**config.mk**
```make
export PLATFORM = sky130hd
export DESIGN_NAME = fetch_stage_flat
export DESIGN_NICKNAME = d
export VERILOG_FILES = /design/src/rtl/fetch_if.sv /design/src/rtl/fetch_stage.sv /design/src/flat_wrapper.sv
export SDC_FILE = /design/constraint.sdc
export NUM_CORES = 1
export LEC_CHECK = 0
export CAP_MARGIN = 20
export CELL_PAD_IN_SITES_DETAIL_PLACEMENT = 0
export CELL_PAD_IN_SITES_GLOBAL_PLACEMENT = 1
export CORE_ASPECT_RATIO = 0.8
export CORE_MARGIN = 2
export CORE_UTILIZATION = 37
export DETAILED_ROUTE_END_ITERATION = 8
export GPL_TIMING_DRIVEN = 0
export PLACE_DENSITY = 0.88
export RECOVER_POWER = 50
export SLEW_MARGIN = 20
export SYNTH_ARGS = -nofsm -noshare
export SYNTH_HDL_FRONTEND = slang
export SYNTH_SLANG_ARGS = --single-unit
```
**constraint.sdc**
```tcl
create_clock -name clk -period 2.2 [get_ports clk]
set_clock_uncertainty 0.2 [all_clocks]
set_input_delay 0.44 -clock clk [delete_from_list [all_inputs] [get_ports clk]]
set_output_delay 0.44 -clock clk [all_outputs]
set_load 0.03 [all_outputs]
```
**src/rtl/fetch_if.sv**
```systemverilog
// fetch_if: bundles the instruction-memory, decoder-feedback and IF/ID
// outputs of the fetch stage.
//   master : used by fetch_stage (drives imem_addr and the ID-slot fields)
//   slave  : used by the environment (memory, decoder, hazard unit)
// Signals:
//   imem_addr/imem_data/imem_rdy : instruction-memory port
//   stall, pc_sel, lr_we         : downstream hold and decoder feedback
//   Oi, brx, id_rd, id_imm       : decoded fields of the ID-slot instruction
//   id_pc, id_valid, lr, halted  : ID-slot address/valid, link reg, halt flag
interface fetch_if #(
  parameter int IW = 16,
  parameter int AW = 8
);
  logic [AW-1:0] imem_addr;
  logic [IW-1:0] imem_data;
  logic          imem_rdy;
  logic          stall;
  logic [1:0]    pc_sel;
  logic          lr_we;
  logic [3:0]    Oi;
  logic          brx;
  logic [2:0]    id_rd;
  logic [AW-1:0] id_imm;
  logic [AW-1:0] id_pc;
  logic          id_valid;
  logic [AW-1:0] lr;
  logic          halted;

  modport master (
    output imem_addr, Oi, brx, id_rd, id_imm, id_pc, id_valid, lr, halted,
    input  imem_data, imem_rdy, stall, pc_sel, lr_we
  );

  modport slave (
    input  imem_addr, Oi, brx, id_rd, id_imm, id_pc, id_valid, lr, halted,
    output imem_data, imem_rdy, stall, pc_sel, lr_we
  );
endinterface

```
**src/rtl/fetch_stage.sv**
```systemverilog
// fetch_stage: instruction fetch plus IF/ID pipeline register.
// Holds PC, link register and instruction register; steers fetch from the
// decoder's pc_sel / lr_we feedback; handles imem wait states, stalls,
// redirect flush and HALT.
// Ports:
//   clk    : system clock, rising edge
//   rst_n  : asynchronous active-low reset
//   bus    : fetch_if.master (imem port, decoder feedback, ID-slot outputs)
//
// state | meaning
// BOOT  | first cycle after reset release, imem not sampled, PC held
// RUN   | normal fetch
// HALT  | HALT opcode reached, fetch frozen until reset
module fetch_stage #(
  parameter int         IW      = 16,
  parameter int         AW      = 8,
  parameter logic [3:0] NOP_OP  = 4'd0,
  parameter logic [3:0] HALT_OP = 4'd15
) (
  input logic      clk,
  input logic      rst_n,
  fetch_if.master  bus
);

  typedef enum logic [1:0] {BOOT, RUN, HALT} state_t;

  state_t        state_q, state_d;
  logic [AW-1:0] pc_q, pc_d;
  logic [AW-1:0] lr_q, lr_d;
  logic [IW-1:0] ir_q, ir_d;
  logic [AW-1:0] id_pc_q, id_pc_d;
  logic          id_valid_q, id_valid_d;
  logic          halted_q, halted_d;

  logic [3:0]    ir_op;
  logic [AW-1:0] ir_imm;

  assign ir_op  = ir_q[IW-1 -: 4];
  assign ir_imm = ir_q[AW-1:0];

  always_comb begin
    state_d    = state_q;
    pc_d       = pc_q;
    lr_d       = lr_q;
    ir_d       = ir_q;
    id_pc_d    = id_pc_q;
    id_valid_d = id_valid_q;
    halted_d   = halted_q;

    unique case (state_q)
      BOOT: state_d = RUN;

      RUN: begin
        if (!bus.stall) begin
          if (id_valid_q && ir_op == HALT_OP) begin
            state_d    = HALT;
            halted_d   = 1'b1;
            id_valid_d = 1'b0;
          end else begin
            // Link write shares the edge with any redirect; a pc_sel=0
            // redirect below reads lr_q, i.e. the value before this write.
            if (id_valid_q && bus.lr_we)
              lr_d = id_pc_q + 1'b1;

            if (id_valid_q && (bus.pc_sel == 2'd0 || bus.pc_sel == 2'd2)) begin
              pc_d       = (bus.pc_sel == 2'd0) ? lr_q : ir_imm;
              id_valid_d = 1'b0;  // squash the word fetched this cycle
            end else if (bus.imem_rdy) begin
              ir_d       = bus.imem_data;
              id_pc_d    = pc_q;
              id_valid_d = 1'b1;
              pc_d       = pc_q + 1'b1;
            end else begin
              id_valid_d = 1'b0;
            end
          end
        end
      end

      HALT: id_valid_d = 1'b0;

      default: state_d = BOOT;
    endcase
  end

  always_ff @(posedge clk or negedge rst_n) begin
    if (!rst_n) begin
      state_q    <= BOOT;
      pc_q       <= '0;
      lr_q       <= '0;
      ir_q       <= '0;
      id_pc_q    <= '0;
      id_valid_q <= 1'b0;
      halted_q   <= 1'b0;
    end else begin
      state_q    <= state_d;
      pc_q       <= pc_d;
      lr_q       <= lr_d;
      ir_q       <= ir_d;
      id_pc_q    <= id_pc_d;
      id_valid_q <= id_valid_d;
      halted_q   <= halted_d;
    end
  end

  assign bus.imem_addr = pc_q;
  assign bus.Oi        = id_valid_q ? ir_op : NOP_OP;
  assign bus.brx       = id_valid_q & ir_q[IW-5];
  assign bus.id_rd     = id_valid_q ? ir_q[IW-6 -: 3] : 3'd0;
  assign bus.id_imm    = id_valid_q ? ir_imm : '0;
  assign bus.id_pc     = id_pc_q;
  assign bus.id_valid  = id_valid_q;
  assign bus.lr        = lr_q;
  assign bus.halted    = halted_q;

endmodule
```
**src/flat_wrapper.sv**
```systemverilog
// flat-port wrapper written by rule: the top's interface ports become plain ports
module fetch_stage_flat 
#(
  parameter int         IW      = 16,
  parameter int         AW      = 8,
  parameter logic [3:0] NOP_OP  = 4'd0,
  parameter logic [3:0] HALT_OP = 4'd15
)
  (clk, rst_n, bus_imem_addr, bus_Oi, bus_brx, bus_id_rd, bus_id_imm, bus_id_pc, bus_id_valid, bus_lr, bus_halted, bus_imem_data, bus_imem_rdy, bus_stall, bus_pc_sel, bus_lr_we);
  fetch_if #(.IW(IW), .AW(AW)) bus_i ();
  input logic clk;
  input logic rst_n;
  output wire logic [$bits(bus_i.imem_addr)-1:0] bus_imem_addr;
  output wire logic [$bits(bus_i.Oi)-1:0] bus_Oi;
  output wire logic [$bits(bus_i.brx)-1:0] bus_brx;
  output wire logic [$bits(bus_i.id_rd)-1:0] bus_id_rd;
  output wire logic [$bits(bus_i.id_imm)-1:0] bus_id_imm;
  output wire logic [$bits(bus_i.id_pc)-1:0] bus_id_pc;
  output wire logic [$bits(bus_i.id_valid)-1:0] bus_id_valid;
  output wire logic [$bits(bus_i.lr)-1:0] bus_lr;
  output wire logic [$bits(bus_i.halted)-1:0] bus_halted;
  input wire logic [$bits(bus_i.imem_data)-1:0] bus_imem_data;
  input wire logic [$bits(bus_i.imem_rdy)-1:0] bus_imem_rdy;
  input wire logic [$bits(bus_i.stall)-1:0] bus_stall;
  input wire logic [$bits(bus_i.pc_sel)-1:0] bus_pc_sel;
  input wire logic [$bits(bus_i.lr_we)-1:0] bus_lr_we;
  assign bus_imem_addr = bus_i.imem_addr;
  assign bus_Oi = bus_i.Oi;
  assign bus_brx = bus_i.brx;
  assign bus_id_rd = bus_i.id_rd;
  assign bus_id_imm = bus_i.id_imm;
  assign bus_id_pc = bus_i.id_pc;
  assign bus_id_valid = bus_i.id_valid;
  assign bus_lr = bus_i.lr;
  assign bus_halted = bus_i.halted;
  assign bus_i.imem_data = bus_imem_data;
  assign bus_i.imem_rdy = bus_imem_rdy;
  assign bus_i.stall = bus_stall;
  assign bus_i.pc_sel = bus_pc_sel;
  assign bus_i.lr_we = bus_lr_we;
  fetch_stage #(.IW(IW), .AW(AW), .NOP_OP(NOP_OP), .HALT_OP(HALT_OP)) u_core (.clk(clk), .rst_n(rst_n), .bus(bus_i));
endmodule
```
# Word-level counts from Yosys, hierarchy flattened
# Index checks and enable logic that the tools add are counted.
[op_classes]
addsub = 2
n_mul = 0
n_div = 0
magnitude_cmp = 0
n_eq_ne = 6
shifts = 0
mux = 14
n_bitwise = 5
n_reduce_logical = 14
[ops]
columns = ["cell", "count"]
rows = [
  ["2-to-1 mux 8 bit", 4],
  ["adder 8 x 1 -> 8 bit, second input constant", 2],
  ["AND reduction 4 bit", 2],
  ["one-hot mux 2 bit (3 select lines)", 1],
  ["AND reduction 3 bit", 2],
  ["AND reduction 5 bit", 1],
  ["== test 2 bit, second input constant", 2],
  ["== test 4 bit, second input constant", 1],
  ["logical NOT 2 bit", 2],
  ["2-to-1 mux 1 bit", 4],
  ["2-to-1 mux 2 bit", 2],
  ["2-to-1 mux 4 bit", 1],
  ["inverter 1 bit", 4],
  ["nonzero test 2 bit", 2],
  ["logical AND 1 bit", 3],
  ["2-to-1 mux 3 bit", 1],
  ["== test 2 x 1 -> 1 bit, second input constant", 1],
  ["!= test 2 x 1 -> 1 bit, second input constant", 1],
  ["!= test 2 bit, second input constant", 1],
  ["one-hot mux 1 bit (2 select lines)", 1],
  ["AND reduction 2 bit", 1],
  ["AND 1 bit", 1],
  ["logical OR 1 bit", 1],
]
[word_totals]
reg_bits = 44
latchBits = 0
ram_bits = 0
romBits = 0
inputBits = 23
memories = 0

# Longest topological paths before layout
# Gate-level depths: netlist of run 1.
[depth]
word_depth = 7
depth_mapped = 7

# Worst setup path after synthesis of run 1
# No wires, ideal clock.
[synth_path]
kind = "reg-to-reg"
startpoint = "reg u_core.id_valid_q (netlist: u_core.bus.id_valid)"
endpoint = "reg u_core.id_pc_q[7] (netlist: u_core.bus.id_pc[7])"
setup_time_ns = 0.125
arrival_ns = 1.688
required_time_ns = 1.875
slack_ns = 0.186
stages_incl_launch_ff = 7
n_path_buf = 2
cell_sequence = "dfrtp_1 > buf_2 > nand2_1 > o21a_4 > nand3_4 > buf_6 > mux2_4"
[synth_between]
elab_chain_len = 3
word_cells_on_any_way = 5
cone_classes = "bitwise: 2; reduce/logical: 3"
[synth_rtl]
columns = ["element", "line_no", "rtl"]
rows = [
  ["from (decl)", "fetch_stage.sv:32", "logic id_valid_q, id_valid_d;"],
  ["from (signal assigned)", "fetch_stage.sv:101", "id_valid_q <= id_valid_d;"],
  ["logical AND 1 bit, on equally long branches", "fetch_stage.sv:55, fetch_stage.sv:65", ""],
  ["inverter 1 bit (no source line)", "-", ""],
  ["AND reduction 5 bit (no source line) (*)", "-", ""],
  ["to (signal assigned)", "fetch_stage.sv:100", "id_pc_q <= id_pc_d;"],
  ["to (decl)", "fetch_stage.sv:31", "logic [AW-1:0] id_pc_q, id_pc_d;"],
]
# Every way passes the cells marked *; elsewhere a longest branch is shown, timed or not.
# A chain may end at the register's enable or synchronous reset.

# Worst setup path after layout of run 1
[layout_path]
startpoint = "reg u_core.pc_q[2] (netlist: u_core.bus.imem_addr[2])"
endpoint = "out bus_imem_addr[2]"
[layout_rtl]
columns = ["element", "line_no", "rtl"]
rows = [
  ["from (decl)", "fetch_stage.sv:28", "logic [AW-1:0] pc_q, pc_d;"],
  ["from (signal assigned)", "fetch_stage.sv:97", "pc_q <= pc_d;"],
  ["to (decl)", "flat_wrapper.sv:13", "output wire logic [$bits(bus_i.imem_addr)-1:0] bus_imem_addr;"],
]
# No word-level cell between the ends.

==> reports/results.txt, run 1 <==
FP Rows -> 25
Reg2Reg Depth -> 5
post-route cell area -> 3060 sq um
Congestion Overflow GR -> 0
highest metal used -> met4
Hold WC Path Type -> reg -> reg
H-tree Lvls -> 2
worst skew pair latency -> 300 ps
Crit path buffers/inverters -> 1
count leader, synth -> dfrtp_1
Post-synth top cells -> dfrtp_1 (44), mux2_4 (19), nand2_1 (17)
vias in the first global route -> 1692
post-synth top area cell -> dfrtp_1
I/O pins -> 65
slowest CP cell -> clkdlybuf4s50_1
die height -> 73.8 microns
routability cong. -> 0.837
Root Driver -> clkbuf_8
RSZ-0062 raised after global routing -> false
first-pass detailed-route iteration total -> 4
die area -> 6730 sq um
Leak -> 1.35 nW
Tmin final -> 2120 ps
syn_area_per_cell -> 11.5 sq um
syn nets -> 220
status -> complete, no violations
WP depth -> 1
vias -> 1694
Starting Density -> 38.3%
Mapped Area -> 2250 sq um
drt wl/cell -> 15.0 microns
fin worst setup slack -> 76.6 ps
Hold Path Depth -> 1
pre-CTS WS -> -309 ps
Synth top area share -> 48.9%
critical path peak fanout -> 7
sequential area share after synthesis -> 48.9%
Reg clk slew, reported paths -> 80 ps
WP data required -> 1560 ps
Synth area leaders -> dfrtp_1 (49%), mux2_4 (13%), mux2_2 (5.5%)
Via density -> 4.85
synthesized instance count -> 195
crit path DAT -> 1480 ps
Port Buffer Count -> 63
Final HPWL DP -> 4000 microns
worst path cell trace -> clkdlybuf4s50_1
library cells used by synthesis -> 35
CP peak stage delay -> 720 ps
CTS tree -> built
worst vdd ir -> 0.471 mV
total CTS buffers -> 5
EDFF count, synth -> 0
Routed Antenna Nets -> 0
initial antenna violation count -> 0
kind of critical path -> reg -> out
crit share post-route -> 96.5%
wl on met1 -> 2530 microns
Least-Margin Pin Slew -> 969 ps
clk buf depth -> 2
fillcell total -> 565
relative slew slack -> 35.4%
Fin. Hold Viols -> 0
Post-Place Cell Area -> 3000 sq um
Nets -> 292
ant diodes -> 0
GRT Total Usage -> 16.9%
area of the core region -> 5880 sq um
first-pass GRT wire length -> 8660 microns
post-synthesis async set-or-reset flop share -> 100%
ratio of cells with drive above 1 in the final layout -> 22.4%
max-cap viol count -> 0
Total Routed Length -> 5240 microns
CP delay by family, top -> buffers and inverters
largest net degree at the start of global routing -> 29
DRC -> 0
fmax -> 471 MHz
WL met2 -> 2320 microns
top_reg_cell synth -> dfrtp_1
critical path startpoint category -> flip-flop
final-report max-slew violation count -> 0
Final setup viols -> 0
die width -> 91.2 microns
number of synthesized register bits -> 44
DR WL met3 -> 334 microns
Area Overhead vs Synth -> 35.9%
initial DRC count -> 81
P per Cell Area -> 1310 nW/um^2
Critical Path Sink Type -> primary output
Clock Sinks -> 44
Syn. warnings -> 0
==> registers in the layout (all words and copies together) (netlist names) <==
name	flops
u_core.bus.halted	1
u_core.bus.id_pc	8
u_core.bus.id_valid	1
u_core.bus.imem_addr	8
u_core.bus.lr	8
u_core.ir_q	16
u_core.state_q	2
==> metal layers <==
layer	global-route usage (%)	up-vias
li1	-	833
met1	23.4	801
met2	26.1	56
met3	4.82	4
met4	5.05	0
met5	0	-
==> stage by stage <==
| stage | cells | TNS, ps | power, W | hold slack, ps | utilization (%) |
|---|---|---|---|---|---|
| floorplan | 195 | 0 | 0.00270 | -55.6 | - |
| global placement | 339 | -39040 | 0.00352 | 244 | 50.7 |
| detailed placement | 340 | -8520 | 0.00356 | 195 | 51.0 |
| CTS | 349 | 0 | 0.00408 | 299 | 52.9 |
| global route | 349 | 0 | 0.00426 | 327 | 52.1 |
| finish | 349 | 0 | 0.00400 | 287 | 52.1 |
==> cell type report <==
class                   count  area, sq um  share of cell area (%)
clock buffers               7         86.3                    2.82
well taps                  81          101                    3.31
inverters                   3         11.3                   0.368
multi-input cells         139         1090                    35.6
clock inverters             1         7.51                   0.245
flip-flops and latches     44         1100                    36.0
repair buffers             65          604                    19.7
plain buffers               9         60.1                    1.96
==> logic make-up (layout without fill, tap and decap cells) <==
family / after synthesis / after routing / synth area share, %
and+or+nand+nor: 61 / 61 / 14.7
DFF: 44 / 44 / 48.9
AOI/OAI and AO/OA: 37 / 37 / 10.7
muxes: 33 / 33 / 19.5
buffers and inverters: 12 / 85 / 2.83
xor gates and xnor gates: 6 / 6 / 2.33
adders and majority gates: 2 / 2 / 1.11
==> worst paths after layout <==
| kind | start | endpoint | slack, ps |
|---|---|---|---|
| min in group asynchronous | rst_n | u_core.ir_q[14] | 610 |
| setup reg to reg | u_core.bus.id_valid | u_core.bus.lr[7] | 190 |
| hold reg to reg | u_core.bus.halted | u_core.bus.halted | 290 |
| hold / removal | u_core.bus.halted | u_core.bus.halted | 290 |
| max in group asynchronous | rst_n | u_core.bus.id_pc[1] | 510 |
| setup / recovery | u_core.bus.imem_addr[2] | bus_imem_addr[2] | 80 |
==> power by group <==
group	total, W	internal (W)	switching, W	leakage (nW)
Clock	0.000536	0.000255	0.000281	0.0445
Combinational	0.00199	0.000934	0.00106	0.793
Sequential	0.00147	0.00112	0.000353	0.516
Total	0.00400	0.00231	0.00169	1.35
==> cell usage in the layout, fill, tap and decap left out, types with 2 or more instances in the layout <==
| cell type | count |
|---|---|
| mux2_2 | 11 |
| o21ai_0 | 14 |
| nor2b_1 | 2 |
| a2bb2oi_1 | 5 |
| mux2i_1 | 3 |
| mux2_4 | 19 |
| o22ai_1 | 3 |
| clkbuf_2 | 4 |
| buf_6 | 2 |
| clkbuf_1 | 6 |
| nand4_1 | 2 |
| a211oi_1 | 2 |
| nand3_1 | 7 |
| buf_2 | 6 |
| clkdlybuf4s15_2 | 3 |
| clkbuf_8 | 6 |
| nor3_1 | 3 |
| a21oi_1 | 6 |
| nor2_1 | 8 |
| dlygate4sd2_1 | 5 |
| inv_1 | 3 |
| xnor2_1 | 4 |
| clkdlybuf4s50_1 | 42 |
| and2_1 | 16 |
| dfrtp_1 | 44 |
| xor2_1 | 2 |
| nand2_1 | 17 |
| ha_1 | 2 |
| dlygate4sd3_1 | 3 |
==> what timing repair did <==
item | CTS | global route
cloned | 0 | 0
setup endpoints to repair | 16 | 11
setup buffers | 0 | 0
gates resized for setup | 36 | 17
endpoints found under the hold margin | 16 | 0
hold buffers | 1 | 0
Power figures use the tool's default switching activity.
==> inputs of run 2 (changes only) <==
Settings changed: HOLD_SLACK_MARGIN set to 0.1.
==> results of run 2 <==
The final DEF is identical to that of run 1; final timing and power are the same.
==> inputs of run 3 (changes only) <==
Settings changed: RECOVER_POWER 50 to 100, SLEW_MARGIN 20 to 40.
==> reports/results.txt, run 3 (synthesis results as in run 1) <==
fillcell total -> 563 (-0.35%)
Nets -> 292 (unchanged)
drt wl/cell -> 14.9 microns (-0.44%)
P per Cell Area -> 1310 nW/um^2 (about the same)
critical path startpoint category -> input port
ratio of cells with drive above 1 in the final layout -> 22.4% (unchanged)
Critical Path Sink Type -> flip-flop
crit path DAT -> 2120 ps (+640 ps)
worst vdd ir -> 0.526 mV (+12%)
Final setup viols -> 0 (unchanged)
CTS tree -> built
Starting Density -> 38.3% (unchanged)
Largest register FFs -> 16 (unchanged)
commonest non-fill, non-tap cells in the layout -> dfrtp_1 (44), clkdlybuf4s50_1 (36), mux2_4 (18)
Least-Margin Pin Slew -> 1060 ps (+89.7 ps)
total power -> 0.00398 W (-0.43%)
ant diodes -> 0 (unchanged)
FP Rows -> 25 (unchanged)
total CTS buffers -> 5 (unchanged)
Largest Register -> u_core.ir_q
die height -> 73.8 microns (unchanged)
first-pass GRT wire length -> 8650 microns (-0.16%)
WP data required -> 2190 ps (+630 ps)
Reg clk slew, reported paths -> 80 ps (about the same)
Congestion Overflow GR -> 0 (unchanged)
Worst R2R Setup Slack -> 190 ps (about the same)
Via density -> 4.86 (+0.18%)
Hold WC Path Type -> in -> async
initial DRC count -> 62 (-23%)
Port Buffer Count -> 63 (unchanged)
Routed Antenna Nets -> 0 (unchanged)
DRC -> 0 (unchanged)
die area -> 6730 sq um (unchanged)
Clock Sinks -> 44 (unchanged)
H-tree Lvls -> 2 (unchanged)
kind of critical path -> in -> reg
fmax -> 469 MHz (-0.38%)
pre-CTS WS -> -316 ps (-6.66 ps)
I/O pins -> 65 (unchanged)
vias in the first global route -> 1704 (+0.71%)
Core Util, Final -> 51.9% (-0.21 points)
initial antenna violation count -> 0 (unchanged)
die width -> 91.2 microns (unchanged)
Total Routed Length -> 5210 microns (-0.44%)
relative slew slack -> 29.4% (-6.0 points)
commonest non-fill, non-tap cell in the layout -> dfrtp_1
max-cap viol count -> 0 (unchanged)
Tmin final -> 2130 ps (+8.02 ps)
Reg2Reg Depth -> 5 (unchanged)
fin worst setup slack -> 68.6 ps (-8.02 ps)
area of the core region -> 5880 sq um (unchanged)
Leak -> 1.36 nW (+0.69%)
reg2reg end -> u_core.bus.lr[7]
Final HPWL DP -> 3930 microns (-1.6%)
largest net degree at the start of global routing -> 44 (+52%)
hold slack -> 254 ps (-33.0 ps)
GRT Total Usage -> 16.9% (about the same)
Area Overhead vs Synth -> 35.4%
status -> complete, no violations
first-pass detailed-route iteration total -> 4 (unchanged)
Fin. Hold Viols -> 0 (unchanged)
vias -> 1697 (+0.18%)
setup_tns -> 0 ps (unchanged)
final-report max-slew violation count -> 0 (unchanged)
FF-to-FF Start -> u_core.bus.id_valid
worst skew pair latency -> 300 ps (about the same)
Setup Buffers After CTS -> 0 (unchanged)
routability cong. -> 0.837 (unchanged)
critical path peak fanout -> 10 (+3)
Root Driver -> clkbuf_8
crit share post-route -> 96.9% (+0.36 points)
clk buf depth -> 2 (unchanged)
RSZ-0062 raised after global routing -> false
## run 3: layer usage
layer  vias up  global-route usage (%)  part of all wire, %
met5         -                       0                    0
met4         0                    6.57                  1.3
met3         5                    3.90                  5.2
met2        52                    25.9                   45
met1       806                    23.5                   48
li1        834                       -                    -
## run 3: final cells by class
cell class | count | area [sq um] | area share (%)
Sequential cell | 44 | 1100 | 36.1
Multi-Input combinational cell | 139 | 1090 | 35.6
Timing Repair Buffer | 65 | 596 | 19.5
Tap cell | 81 | 101 | 3.32
Clock buffer | 7 | 86.3 | 2.83
Buffer | 9 | 60.1 | 1.97
Inverter | 3 | 11.3 | 0.369
Clock inverter | 1 | 7.51 | 0.246
## run 3: worst max path at each step
| stage | endpoint | from | slack [ps] | cells past startpoint |
|---|---|---|---|---|
| final | u_core.ir_q[0] | bus_stall | 70 | 6 |
| after global routing | bus_id_imm[6] | u_core.bus.id_valid | 3 | 4 |
| after CTS | u_core.bus.imem_addr[0] | bus_pc_sel[0] | 10 | 6 |
| after detailed placement | u_core.bus.imem_addr[0] | bus_pc_sel[0] | -320 | 6 |
| after global placement | u_core.bus.imem_addr[3] | rst_n | -700 | 1 |
| after floorplan | u_core.bus.id_pc[7] | u_core.bus.id_valid | 190 | 6 |
## run 3: per-stage QoR
step	cell area [sq um]	cells
4_1_cts	3110	349
5_1_grt	3050	349
3_5_place_dp	3000	340
2_1_floorplan	2250	195
6_report	3050	349
3_3_place_gp	2980	339
## run 3: power by group
| group | total [W] | internal, W | switching (W) |
|---|---|---|---|
| clock | 0.000531 | 0.000255 | 0.000276 |
| combinational | 0.00198 | 0.000924 | 0.00106 |
| sequential | 0.00147 | 0.00112 | 0.000352 |
| total | 0.00398 | 0.00230 | 0.00168 |
## run 3: worst max-delay path: stages
cell	delay, ps
clkdlybuf4s50_1	460
nor3b_4	320
o21a_4	220
nand3_4	150
buf_6	210
mux2_1	320
## run 3: what timing repair did
item	in CTS	in global routing
resized for setup	38	24
pin swaps	0	0
hold buffers	1	0
endpoints found under the hold margin	44	0
endpoints found under the setup margin	16	18
gates cloned	0	0
